## config.mk

```make
export PLATFORM = sky130hd
export DESIGN_NAME = vx_cache_rsp_gather
export DESIGN_NICKNAME = d
export VERILOG_FILES = /design/src/rtl/e_gpu.sv /design/src/rtl/vx_cache_rsp_lane_capture.sv /design/src/rtl/vx_cache_rsp_gather.sv
export SDC_FILE = /design/constraint.sdc
export NUM_CORES = 1
export LEC_CHECK = 0
export ABC_AREA = 1
export BUFFER_PORTS_ARGS = -buffer_cell sky130_fd_sc_hd__clkbuf_2
export CORE_AREA = 2 2 125 127
export DETAILED_ROUTE_END_ITERATION = 8
export DIE_AREA = 0 0 127 129
export PLACE_DENSITY_LB_ADDON = 0.08
export SLEW_MARGIN = 0
export SYNTH_ARGS = -nofsm -noshare
export SYNTH_HDL_FRONTEND = slang
export SYNTH_SLANG_ARGS = --single-unit
```

## constraint.sdc

```tcl
create_clock -name clk -period 1.89 [get_ports clk]
set_input_delay 0 -clock clk [delete_from_list [all_inputs] [get_ports clk]]
set_output_delay 0 -clock clk [all_outputs]
set_load 0.1 [all_outputs]
```

## src/rtl/e_gpu.sv

```systemverilog
// rtl/e_gpu.sv - shared GPU-side types used by the cache response gather block
package e_gpu;

  typedef enum logic [1:0] {
    IDLE    = 2'd0,
    COLLECT = 2'd1,
    OUTPUT  = 2'd2
  } gather_state_e;

endpackage

```

## src/rtl/vx_cache_rsp_lane_capture.sv

```systemverilog
// rtl/vx_cache_rsp_lane_capture.sv - one response lane: tag-qualified accept, data capture, received bit
module vx_cache_rsp_lane_capture #(
  parameter int DATA_WIDTH = 32,
  parameter int TAG_WIDTH  = 8
) (
  input  logic                  clk,
  input  logic                  reset,
  input  logic                  clr,
  input  logic                  collect_en,
  input  logic                  expected,
  input  logic [TAG_WIDTH-1:0]  lat_tag,
  input  logic                  rsp_valid,
  input  logic [DATA_WIDTH-1:0] rsp_data,
  input  logic [TAG_WIDTH-1:0]  rsp_tag,
  output logic                  rsp_ready,
  output logic                  fire,
  output logic                  received,
  output logic [DATA_WIDTH-1:0] data
);

  logic                  received_q, received_d;
  logic [DATA_WIDTH-1:0] data_q, data_d;

  // Anything not wanted right now is held off rather than dropped or overwritten.
  assign rsp_ready = collect_en & expected & ~received_q & (rsp_tag == lat_tag);
  assign fire      = rsp_valid & rsp_ready;

  always_comb begin
    received_d = received_q;
    data_d     = data_q;
    if (clr) begin
      received_d = 1'b0;
      data_d     = '0;
    end else if (fire) begin
      received_d = 1'b1;
      data_d     = rsp_data;
    end
  end

  always_ff @(posedge clk) begin
    if (reset) begin
      received_q <= 1'b0;
      data_q     <= '0;
    end else begin
      received_q <= received_d;
      data_q     <= data_d;
    end
  end

  assign received = received_q;
  assign data     = data_q;

endmodule

```

## src/rtl/vx_cache_rsp_gather.sv

```systemverilog
// rtl/vx_cache_rsp_gather.sv - gathers per-lane cache responses carrying one tag into a single merged response
module vx_cache_rsp_gather
  import e_gpu::*;
#(
  parameter int NUM_REQS   = 4,
  parameter int DATA_WIDTH = 32,
  parameter int TAG_WIDTH  = 8
) (
  input  logic                           clk,
  input  logic                           reset,
  input  logic                           start_valid,
  output logic                           start_ready,
  input  logic [TAG_WIDTH-1:0]           start_tag,
  input  logic [NUM_REQS-1:0]            start_mask,
  input  logic [NUM_REQS-1:0]            rsp_valid,
  input  logic [NUM_REQS*DATA_WIDTH-1:0] rsp_data,
  input  logic [NUM_REQS*TAG_WIDTH-1:0]  rsp_tag,
  output logic [NUM_REQS-1:0]            rsp_ready,
  output logic                           out_valid,
  input  logic                           out_ready,
  output logic [NUM_REQS*DATA_WIDTH-1:0] out_data,
  output logic [NUM_REQS-1:0]            out_mask,
  output logic [TAG_WIDTH-1:0]           out_tag
);

  gather_state_e          state_q, state_d;
  logic [TAG_WIDTH-1:0]   tag_q, tag_d;
  logic [NUM_REQS-1:0]    expected_q, expected_d;
  logic                   out_valid_q, out_valid_d;
  logic                   clr_lanes;
  logic                   collect_en;
  logic [NUM_REQS-1:0]    fired;
  logic [NUM_REQS-1:0]    received;

  // Gated by reset so both handshakes read low for the whole reset window.
  assign start_ready = (state_q == IDLE) & ~reset;
  assign collect_en  = (state_q == COLLECT) & ~reset;

  for (genvar i = 0; i < NUM_REQS; i++) begin : g_lane
    vx_cache_rsp_lane_capture #(
      .DATA_WIDTH(DATA_WIDTH),
      .TAG_WIDTH (TAG_WIDTH)
    ) u_lane (
      .clk       (clk),
      .reset     (reset),
      .clr       (clr_lanes),
      .collect_en(collect_en),
      .expected  (expected_q[i]),
      .lat_tag   (tag_q),
      .rsp_valid (rsp_valid[i]),
      .rsp_data  (rsp_data[i*DATA_WIDTH +: DATA_WIDTH]),
      .rsp_tag   (rsp_tag[i*TAG_WIDTH +: TAG_WIDTH]),
      .rsp_ready (rsp_ready[i]),
      .fire      (fired[i]),
      .received  (received[i]),
      .data      (out_data[i*DATA_WIDTH +: DATA_WIDTH])
    );
  end

  always_comb begin
    state_d    = state_q;
    tag_d      = tag_q;
    expected_d = expected_q;
    clr_lanes  = 1'b0;
    case (state_q)
      IDLE: begin
        if (start_valid) begin
          tag_d      = start_tag;
          expected_d = start_mask;
          clr_lanes  = 1'b1;
          state_d    = (start_mask == '0) ? OUTPUT : COLLECT;
        end
      end
      COLLECT: begin
        if ((received | fired) == expected_q) state_d = OUTPUT;
      end
      OUTPUT: begin
        if (out_ready) state_d = IDLE;
      end
      default: state_d = IDLE;
    endcase
    out_valid_d = (state_d == OUTPUT);
  end

  always_ff @(posedge clk) begin
    if (reset) begin
      state_q     <= IDLE;
      tag_q       <= '0;
      expected_q  <= '0;
      out_valid_q <= 1'b0;
    end else begin
      state_q     <= state_d;
      tag_q       <= tag_d;
      expected_q  <= expected_d;
      out_valid_q <= out_valid_d;
    end
  end

  assign out_valid = out_valid_q;
  assign out_mask  = expected_q;
  assign out_tag   = tag_q;

endmodule

```

**Word-level counts from Yosys, hierarchy flattened**

Index checks and enable logic that the tools add are counted.

- Register bits after elaboration: 147
- Input port bits: 180
- Output and inout bits: 146

- Equality and inequality tests: 8
- Mux-type cells: 7
- Bitwise gates (word level): 24
- Reductions and logical operators: 4

Operators by type and width:

| cell | count |
|---|---|
| 8-bit equality test | 4 |
| 1-bit AND | 18 |
| 2-bit two-way mux | 4 |
| 2-bit case mux with 3 select lines | 1 |
| 1-bit inverter | 5 |
| 2-bit equality test, second input constant | 2 |
| 4-bit equality test | 1 |
| 4-bit zero test | 1 |
| 4-bit OR | 1 |
| 2-bit by 1-bit equality test with 1-bit output, second input constant | 1 |
| 2-bit zero test | 1 |
| 1-bit two-way mux | 2 |
| 2-bit AND reduction | 1 |
| 2-bit OR reduction | 1 |

**Longest topological paths before layout**

Gate-level depths: netlist of run 1.

- Depth in word-level cells: 11
- Gate-level depth with buffers: 14

**Hierarchy**

Synthesis of run 1 repeated with hierarchy kept, for this count alone.

- Cell total of the unflattened synthesis: 1362
- Area total of the unflattened synthesis: 8271.7 sq um

Modules (own cells, without submodules):

| module | times used | cells each | area each (sq um) |
|---|---|---|---|
| vx_cache_rsp_lane_capture | 4 | 317 | 1904.3 |
| vx_cache_rsp_gather | 1 | 94 | 654.4 |

**Worst setup path after synthesis of run 1**

Ideal clock, no wire load.

- Path type: register -> output
- Start point: reg state_q[0]
- End point: out start_ready
- Data arrival time: 2.386 ns
- Required time: 1.890 ns
- Setup slack: -0.496 ns
- Stages on the path, launching flop included: 2
- Path buffers: 0
- Cell sequence: dfxtp_1 > nor3_1

- Cells in the longest elaborated chain, start to end: 2

RTL lines:

| what | RTL line | source |
|---|---|---|
| start: declaration | vx_cache_rsp_gather.sv:26 | `gather_state_e state_q, state_d;` |
| start signal: assignment | vx_cache_rsp_gather.sv:92 | `state_q <= state_d;` |
| 2-bit zero test | vx_cache_rsp_gather.sv:36 | `assign start_ready = (state_q == IDLE) & ~reset;` |
| 1-bit AND | vx_cache_rsp_gather.sv:36 |  |
| end: declaration | vx_cache_rsp_gather.sv:12 | `output logic start_ready,` |

No other way between the ends.

**Worst setup path after layout of run 1**

- Start point: reg tag_q[2], in the netlist out_tag[2]
- End point: out rsp_ready[2]

- Cells in the longest elaborated chain, start to end: 2

RTL lines:

| what | RTL line | source |
|---|---|---|
| start: declaration | vx_cache_rsp_gather.sv:27 | `logic [TAG_WIDTH-1:0] tag_q, tag_d;` |
| start signal: assignment | vx_cache_rsp_gather.sv:93 | `tag_q <= tag_d;` |
| 8-bit equality test | vx_cache_rsp_lane_capture.sv:25 | `assign rsp_ready = collect_en & expected & ~received_q & (rsp_tag == lat_tag);` |
| 1-bit AND | vx_cache_rsp_lane_capture.sv:25 |  |
| end: declaration | vx_cache_rsp_gather.sv:18 | `output logic [NUM_REQS-1:0] rsp_ready,` |

No other way between the ends.

==> reports/summary.log, run 1 <==
INFO  worst_setup_path timing.critical_path.to_type=primary output
INFO  clocking       cts_max_level=4
INFO  clocking       clkTransAtPathRegs=0.06ns
INFO  synthesis      netlist_instances=811
INFO  place          count_of_placed_standard_cells_including_taps=1285
INFO  cells_and_area share_of_cells_above_drive_strength_1=0.320
INFO  clocking       tritoncts_clock_tree=done
INFO  grt            grt_first_pass_wirelength=31.1mm
INFO  worst_setup_path worstSetupStartpointType=flip-flop
INFO  cells_and_area number_of_standard_cells_in_the_final_layout_excluding_fillers=1465
INFO  grt            vias_in_the_first_global_route=6547
INFO  synthesis      sequential_cell_area_fraction_in_the_yosys_report=0.499
INFO  clocking       insertion_delay=0.41ns
INFO  synthesis      syn_area=0.00590mm^2
INFO  grt            global_route.overflow_total=0
INFO  sta            final.min_clock_period=1.89ns
INFO  route          routed_via_density=4.62
INFO  die            die_x=127um
INFO  pwr            report.power.total=7.64mW
INFO  synthesis      synth-seq-cells=147
INFO  synthesis      edff_count_synth=0
INFO  cells_and_area utilization=0.656
INFO  route          dr.pass1.iters=5
INFO  cells_and_area leading_cell_type_in_the_layout_fill_and_taps_excluded=sky130_fd_sc_hd__clkbuf_2
INFO  place          dpl.hpwl=13.2mm
INFO  sta            timing.final.hold_violations=0
INFO  place          final_weighted_congestion_of_routability_driven_global_placement=0.897
INFO  die            start_util=0.394
INFO  cells_and_area commonest_non_fill_non_tap_cells_in_the_layout=sky130_fd_sc_hd__clkbuf_2 (321), sky130_fd_sc_hd__nor2_1 (210), sky130_fd_sc_hd__dlygate4sd3_1 (146)
INFO  sta            final.setup.worst_slack=0.00358ns
INFO  worst_hold_path min_path_cells=4
INFO  synthesis      netlist-cell-type-count=28
INFO  die            die_height=129um
INFO  place          dp_worst_setup_slack=0.170ns
INFO  clocking       tritoncts.num_buffers=17
INFO  place          io_buffer_count=325
INFO  route          routed_wl=19.7mm
INFO  synthesis      async_flop_share=0
INFO  worst_setup_path worstSetupPathType=flip-flop to primary output
INFO  sta            final_max_slew_viol_count=0
INFO  pwr            peakVddDrop=0.000618V
INFO  die            floorplan.rows=45
INFO  worst_setup_path cp.arrival=1.89ns
INFO  worst_setup_path crit_chain=inv_2 -> nand2_1 -> nand4_1 -> a2111o_1 -> nor4_4 -> buf_12
INFO  sta            rsz0062_at_grt=true
INFO  sta            setup_viol_count_final=0
INFO  route          route.detailed.drc=0
INFO  clocking       clockBufferDepth=2
INFO  synthesis      yosysWarnings=0
INFO  route          drt.antenna.violating_nets=0
INFO  clocking       cts.root.buffer_cell=sky130_fd_sc_hd__clkbuf_16
INFO  worst_setup_path timing.critical_path.fanout_max=6
INFO  worst_hold_path holdCritPathClass=input pin to flip-flop
INFO  die            ios=326
INFO  worst_setup_path critical-path-max-stage-delay=0.41ns
INFO  grt            antenna_found_initial=1
INFO  sta            worst_slew_pin_slew=0.583ns
INFO  run_status     status=finished clean
INFO  clocking       clock_sink_total=147
INFO  synthesis      mappedNetlistNets=991
INFO  die            core-area=0.0150mm^2
INFO  route          drt-wirelength-per-cell=13.5um
INFO  worst_setup_path crit_path_top_delay_cell=sky130_fd_sc_hd__a2111o_1
INFO  synthesis      synth_flop_cell=sky130_fd_sc_hd__dfxtp_1
INFO  grt            grt_util_all_layers=0.234
INFO  sta            final.setup.tns=0ns
INFO  sta            fin_worst_skew=0.00959ns
INFO  route          drtIter0Drc=358
INFO  worst_setup_path reg2regPathDepth=8
INFO  route          routed-via-count=6767
INFO  cells_and_area final_net_count=1442
INFO  place          dpl_cell_area=0.00772mm^2
INFO  pwr            leakagePower=4.74nW
INFO  sta            hold_ws=0.0605ns
INFO  sta            achievable-frequency=530MHz
INFO  cells_and_area syn2layout_area_growth=66.6%
INFO  pwr            ratio_of_total_power_to_cell_area=778mW/mm^2
INFO  sta            period_share=0.998
INFO  worst_setup_path data_required_critical_path=1.89ns
INFO  cells_and_area post-route-cell-area=0.00982mm^2
INFO  die            design.die.area=0.0164mm^2
INFO  sta            maxSlewHeadroom=0.613
INFO  run            drv.max_cap_violation_count=0
INFO  grt            grt_max_degree=92
INFO  synthesis      post_synth.cell_area_avg=7.27um^2
[layout make-up]
type / instances / area (um^2)
Antenna cell: 2 / 5.00
Fill cell: 1314 / 5160
Clock buffer: 23 / 498
Multi-Input combinational cell: 536 / 2450
Tap cell: 188 / 235
Inverter: 77 / 294
Clock inverter: 9 / 92.6
Timing Repair Buffer: 483 / 3280
Sequential cell: 147 / 2970
[repair_timing]
item / in CTS / in global routing
hold endpoints to repair: 146 / 0
buffers inserted: 0 / 0
hold buffers: 146 / 0
gates resized for setup: 7 / 6
pin swaps: 0 / 0
endpoints found under the setup margin: 2 / 57
[final timing paths]
path | end | slack (ns) | startpoint
max reg2reg | g_lane[2].u_lane.data[15]$_SDFFE_PP0P_ | 0.17 | out_tag[4]$_SDFFE_PP0P_
min | state_q[0]$_SDFF_PP0_ | 0.06 | reset
min reg2reg | g_lane[2].u_lane.data[19]$_SDFFE_PP0P_ | 0.44 | g_lane[2].u_lane.data[19]$_SDFFE_PP0P_
max | rsp_ready[2] | 0.004 | out_tag[2]$_SDFFE_PP0P_
[cell usage after synthesis, drive strengths merged (2+ instances only)]
| library cell | number | area (um^2) |
|---|---|---|
| nand3 | 17 | 118 |
| dfxtp | 147 | 2940 |
| nor3 | 2 | 10.0 |
| nor2 | 215 | 825 |
| nand2 | 89 | 337 |
| buf | 36 | 199 |
| xnor2 | 6 | 52.6 |
| clkbuf | 15 | 56.3 |
| a21oi | 51 | 255 |
| inv | 77 | 289 |
| nand4 | 3 | 18.8 |
| or2 | 5 | 31.3 |
| o21ai | 140 | 701 |
| nor4 | 4 | 25.0 |
[registers in the layout, indices dropped and copies added (netlist names)]
signal and cells:
out_mask 4, g_lane.u_lane.data 128, out_valid 1, state_q 2, out_tag 8, g_lane.u_lane.received 4
[routing by layer]
metal | global-route usage | wire length (um) | vias up
met5 | 0 | 0 | -
met4 | 0.100 | 551 | 0
met3 | 0.0603 | 1320 | 45
met2 | 0.414 | 9880 | 250
met1 | 0.268 | 7960 | 2994
li1 | - | - | 3478
[cells by family after synthesis]
| family | share of synthesized area |
|---|---|
| and+or+nand+nor | 0.234 |
| AOI/OAI and AO/OA | 0.166 |
| buffers and inverters | 0.0923 |
| xor gates and xnor gates | 0.00891 |
| DFF | 0.499 |
[power by group]
part / leakage, nW / internal, mW / switching (mW)
combinational: 3.27 / 0.497 / 0.667
clock: 0.283 / 2.00 / 1.29
sequential: 1.19 / 3.14 / 0.0473
[critical path, delay by kind of cell (launching register included)]
family / cells / cell delay [ns]
compound gates: 1 / 0.41
buf+inv: 2 / 0.27
flops: 1 / 0.38
simple gates: 3 / 0.41
Note: power is estimated with default switching activity, not from simulation.
==> run 2: changes to the inputs <==
Settings changed: RECOVER_POWER set to 50.
==> run 2 against run 1 <==
  * The flow now finishes with violations (negative setup slack)
  * Utilization decreased by 1.1 points
  * Cell count barely moved
  * Combinational power hardly changed
  * Critical path depth is the same
  * Clock power is essentially flat
  * Maximum frequency down 0.50%
  * Highest routed layer unchanged
==> reports/summary.log, run 2 (same netlist as run 1, synthesis figures left out) <==
INFO  die            die_x=127um [unchanged]
INFO  grt            grt_first_pass_wirelength=31.1mm [unchanged]
INFO  clocking       insertion_delay=0.41ns [about the same]
INFO  sta            setup_viol_count_final=1 [+1]
INFO  place          final_weighted_congestion_of_routability_driven_global_placement=0.897 [unchanged]
INFO  die            ios=326 [unchanged]
INFO  die            start_util=0.394 [unchanged]
INFO  place          io_buffer_count=325 [unchanged]
INFO  place          dpl.hpwl=13.2mm [unchanged]
INFO  cells_and_area utilization=0.645 [-0.0105]
INFO  sta            worst_slew_pin_slew=1.24ns [+0.652 ns]
INFO  sta            final.min_clock_period=1.90ns [+0.00941 ns]
INFO  clocking       clockBufferDepth=2 [unchanged]
INFO  die            die_height=129um [unchanged]
INFO  route          drtIter0Drc=369 [+3.1%]
INFO  grt            globalRouteMet1Util=0.268 [unchanged]
INFO  clocking       cts.root.buffer_cell=sky130_fd_sc_hd__clkbuf_16
INFO  grt            grt_util_all_layers=0.234 [unchanged]
INFO  worst_setup_path worstSetupStartpointType=flip-flop
INFO  worst_hold_path min_path_cells=4 [unchanged]
INFO  clocking       tritoncts_clock_tree=done
INFO  route          drt-wirelength-per-cell=13.5um [about the same]
INFO  worst_setup_path cp.arrival=1.90ns [about the same]
INFO  worst_setup_path crit_buf_inv=2 [unchanged]
INFO  sta            fin_worst_skew=0.0101ns [+0.000489 ns]
INFO  sta            rsz0062_at_grt=true
INFO  clocking       clock_sink_total=147 [unchanged]
INFO  cells_and_area leading_cell_type_in_the_layout_fill_and_taps_excluded=sky130_fd_sc_hd__nor2_1
INFO  cells_and_area commonest_non_fill_non_tap_cells_in_the_layout=sky130_fd_sc_hd__nor2_1 (210), sky130_fd_sc_hd__clkbuf_2 (203), sky130_fd_sc_hd__dlygate4sd3_1 (146)
INFO  grt            grt_max_degree=92 [unchanged]
INFO  die            core-area=0.0150mm^2 [unchanged]
INFO  worst_setup_path critical-path-max-stage-delay=0.41ns [about the same]
INFO  clocking       cts_max_level=4 [unchanged]
INFO  sta            final.setup.worst_slack=-0.00583ns [-0.00941 ns]
INFO  pwr            report.power.total=7.64mW [about the same]
INFO  cells_and_area share_of_cells_above_drive_strength_1=0.226 [-0.0941]
INFO  worst_setup_path crit_path_top_delay_cell=sky130_fd_sc_hd__a2111o_1
INFO  grt            grt_use_met2=0.414 [unchanged]
INFO  cells_and_area final_net_count=1442 [unchanged]
INFO  worst_setup_path r2r_setup_slack=0.17ns [about the same]
INFO  run_status     failed_checks=negative setup slack
INFO  route          routed-via-count=6730 [-0.55%]
INFO  worst_setup_path worstSetupPathType=flip-flop to primary output
INFO  sta            hold_ws=0.0552ns [-0.00530 ns]
INFO  worst_setup_path cp.depth=6 [unchanged]
INFO  die            design.die.area=0.0164mm^2 [unchanged]
INFO  route          route.detailed.drc=0 [unchanged]
INFO  sta            maxSlewHeadroom=0.180 [-0.433]
INFO  worst_setup_path critical_path.top_delay_family=simple AND/OR/NAND/NOR gates
INFO  worst_setup_path crit_chain=inv_2 -> nand2_1 -> nand4_1 -> a2111o_1 -> nor4_4 -> buf_12
INFO  sta            timing.final.hold_violations=0 [unchanged]
INFO  pwr            ratio_of_total_power_to_cell_area=791mW/mm^2 [+1.6%]
INFO  worst_hold_path holdCritPathClass=input pin to flip-flop
INFO  cells_and_area syn2layout_area_growth=63.9%
INFO  pwr            peakVddDrop=0.000621V [+0.42%]
INFO  route          dr.pass1.iters=4 [-1]
INFO  grt            vias_in_the_first_global_route=6547 [unchanged]
INFO  worst_setup_path timing.critical_path.fanout_max=6 [unchanged]
INFO  grt            antenna_found_initial=1 [unchanged]
INFO  sta            final_max_slew_viol_count=0 [unchanged]
INFO  sta            period_share=1.00 [+0.00498]
INFO  grt            global_route.peak_usage_layer=met2
INFO  clocking       clkTransAtPathRegs=0.06ns [about the same]
INFO  worst_setup_path data_required_critical_path=1.89ns [about the same]
INFO  route          routed_wl=19.7mm [about the same]
INFO  worst_setup_path reg2regPathDepth=8 [unchanged]
INFO  clocking       tritoncts.num_buffers=17 [unchanged]
INFO  route          drt.antenna.violating_nets=0 [unchanged]
INFO  die            floorplan.rows=45 [unchanged]
INFO  run            drv.max_cap_violation_count=0 [unchanged]
INFO  run_status     status=finished, violations left
INFO  route          routed_via_density=4.60 [-0.48%]
INFO  sta            final.setup.tns=-0.00583ns [-0.00583 ns]
INFO  grt            global_route.overflow_total=0 [unchanged]
INFO  cells_and_area largest_register_ff_count=128 [unchanged]
INFO  grt            gr-usage-met3=0.0603 [unchanged]
INFO  sta            achievable-frequency=527MHz [-0.50%]
INFO  worst_setup_path timing.critical_path.to_type=primary output
INFO  pwr            leakagePower=4.33nW [-8.8%]
-- run 2: final timing paths --
| check | from | endpoint |
|---|---|---|
| setup / recovery | out_tag[2]$_SDFFE_PP0P_ | rsp_ready[2] |
| hold reg to reg | g_lane[2].u_lane.data[19]$_SDFFE_PP0P_ | g_lane[2].u_lane.data[19]$_SDFFE_PP0P_ |
| setup reg to reg | out_tag[4]$_SDFFE_PP0P_ | g_lane[2].u_lane.data[15]$_SDFFE_PP0P_ |
| hold / removal | reset | state_q[0]$_SDFF_PP0_ |
-- run 2: routing by layer --
metal,part of all wire,vias to the layer above
met5,0,-
met3,0.065,43
met2,0.50,246
met1,0.41,2967
met4,0.029,0
li1,-,3474
-- run 2: cell type report --
cell class | count | area (um^2)
Sequential cell | 147 | 2970
Fill cell | 1386 | 5310
Clock buffer | 23 | 498
Timing Repair Buffer | 483 | 3120
Inverter | 77 | 294
Antenna cell | 1 | 2.50
Multi-Input combinational cell | 536 | 2450
Clock inverter | 9 | 92.6
Tap cell | 188 | 235
-- run 2: where the power goes --
| group | internal, mW | leakage (nW) | switching (mW) |
|---|---|---|---|
| clock | 2.00 | 0.283 | 1.30 |
| sequential | 3.14 | 1.19 | 0.0474 |
| combinational | 0.493 | 2.85 | 0.666 |
| total | 5.63 | 4.33 | 2.01 |
-- run 2: repair_timing --
item                                    in CTS  in global routing
hold buffers                               146                  0
buffers inserted                             0                  0
endpoints found under the hold margin      146                  0
endpoints found under the setup margin       2                 57
resized for setup                            7                  6
-- run 2: worst reg2reg max path, cell delays in order (launching register included) --
cell	delay, ns
sky130_fd_sc_hd__dfxtp_2	0.40
sky130_fd_sc_hd__inv_2	0.08
sky130_fd_sc_hd__nand2_1	0.09
sky130_fd_sc_hd__nand2_1	0.06
sky130_fd_sc_hd__nor3_1	0.28
sky130_fd_sc_hd__nand3_2	0.15
sky130_fd_sc_hd__buf_12	0.21
sky130_fd_sc_hd__o21ai_0	0.25
sky130_fd_sc_hd__a21oi_1	0.08
-- run 2: stage by stage --
step | cells | setup WS [ns] | area (um^2)
3_5_place_dp | 1285 | 0.170 | 7720
3_3_place_gp | 1285 | 0.202 | 7720
4_1_cts | 1463 | 0.0120 | 9800
2_1_floorplan | 811 | 0.0347 | 5920
5_1_grt | 1464 | -0.0720 | 9660
6_report | 1464 | -0.00583 | 9660
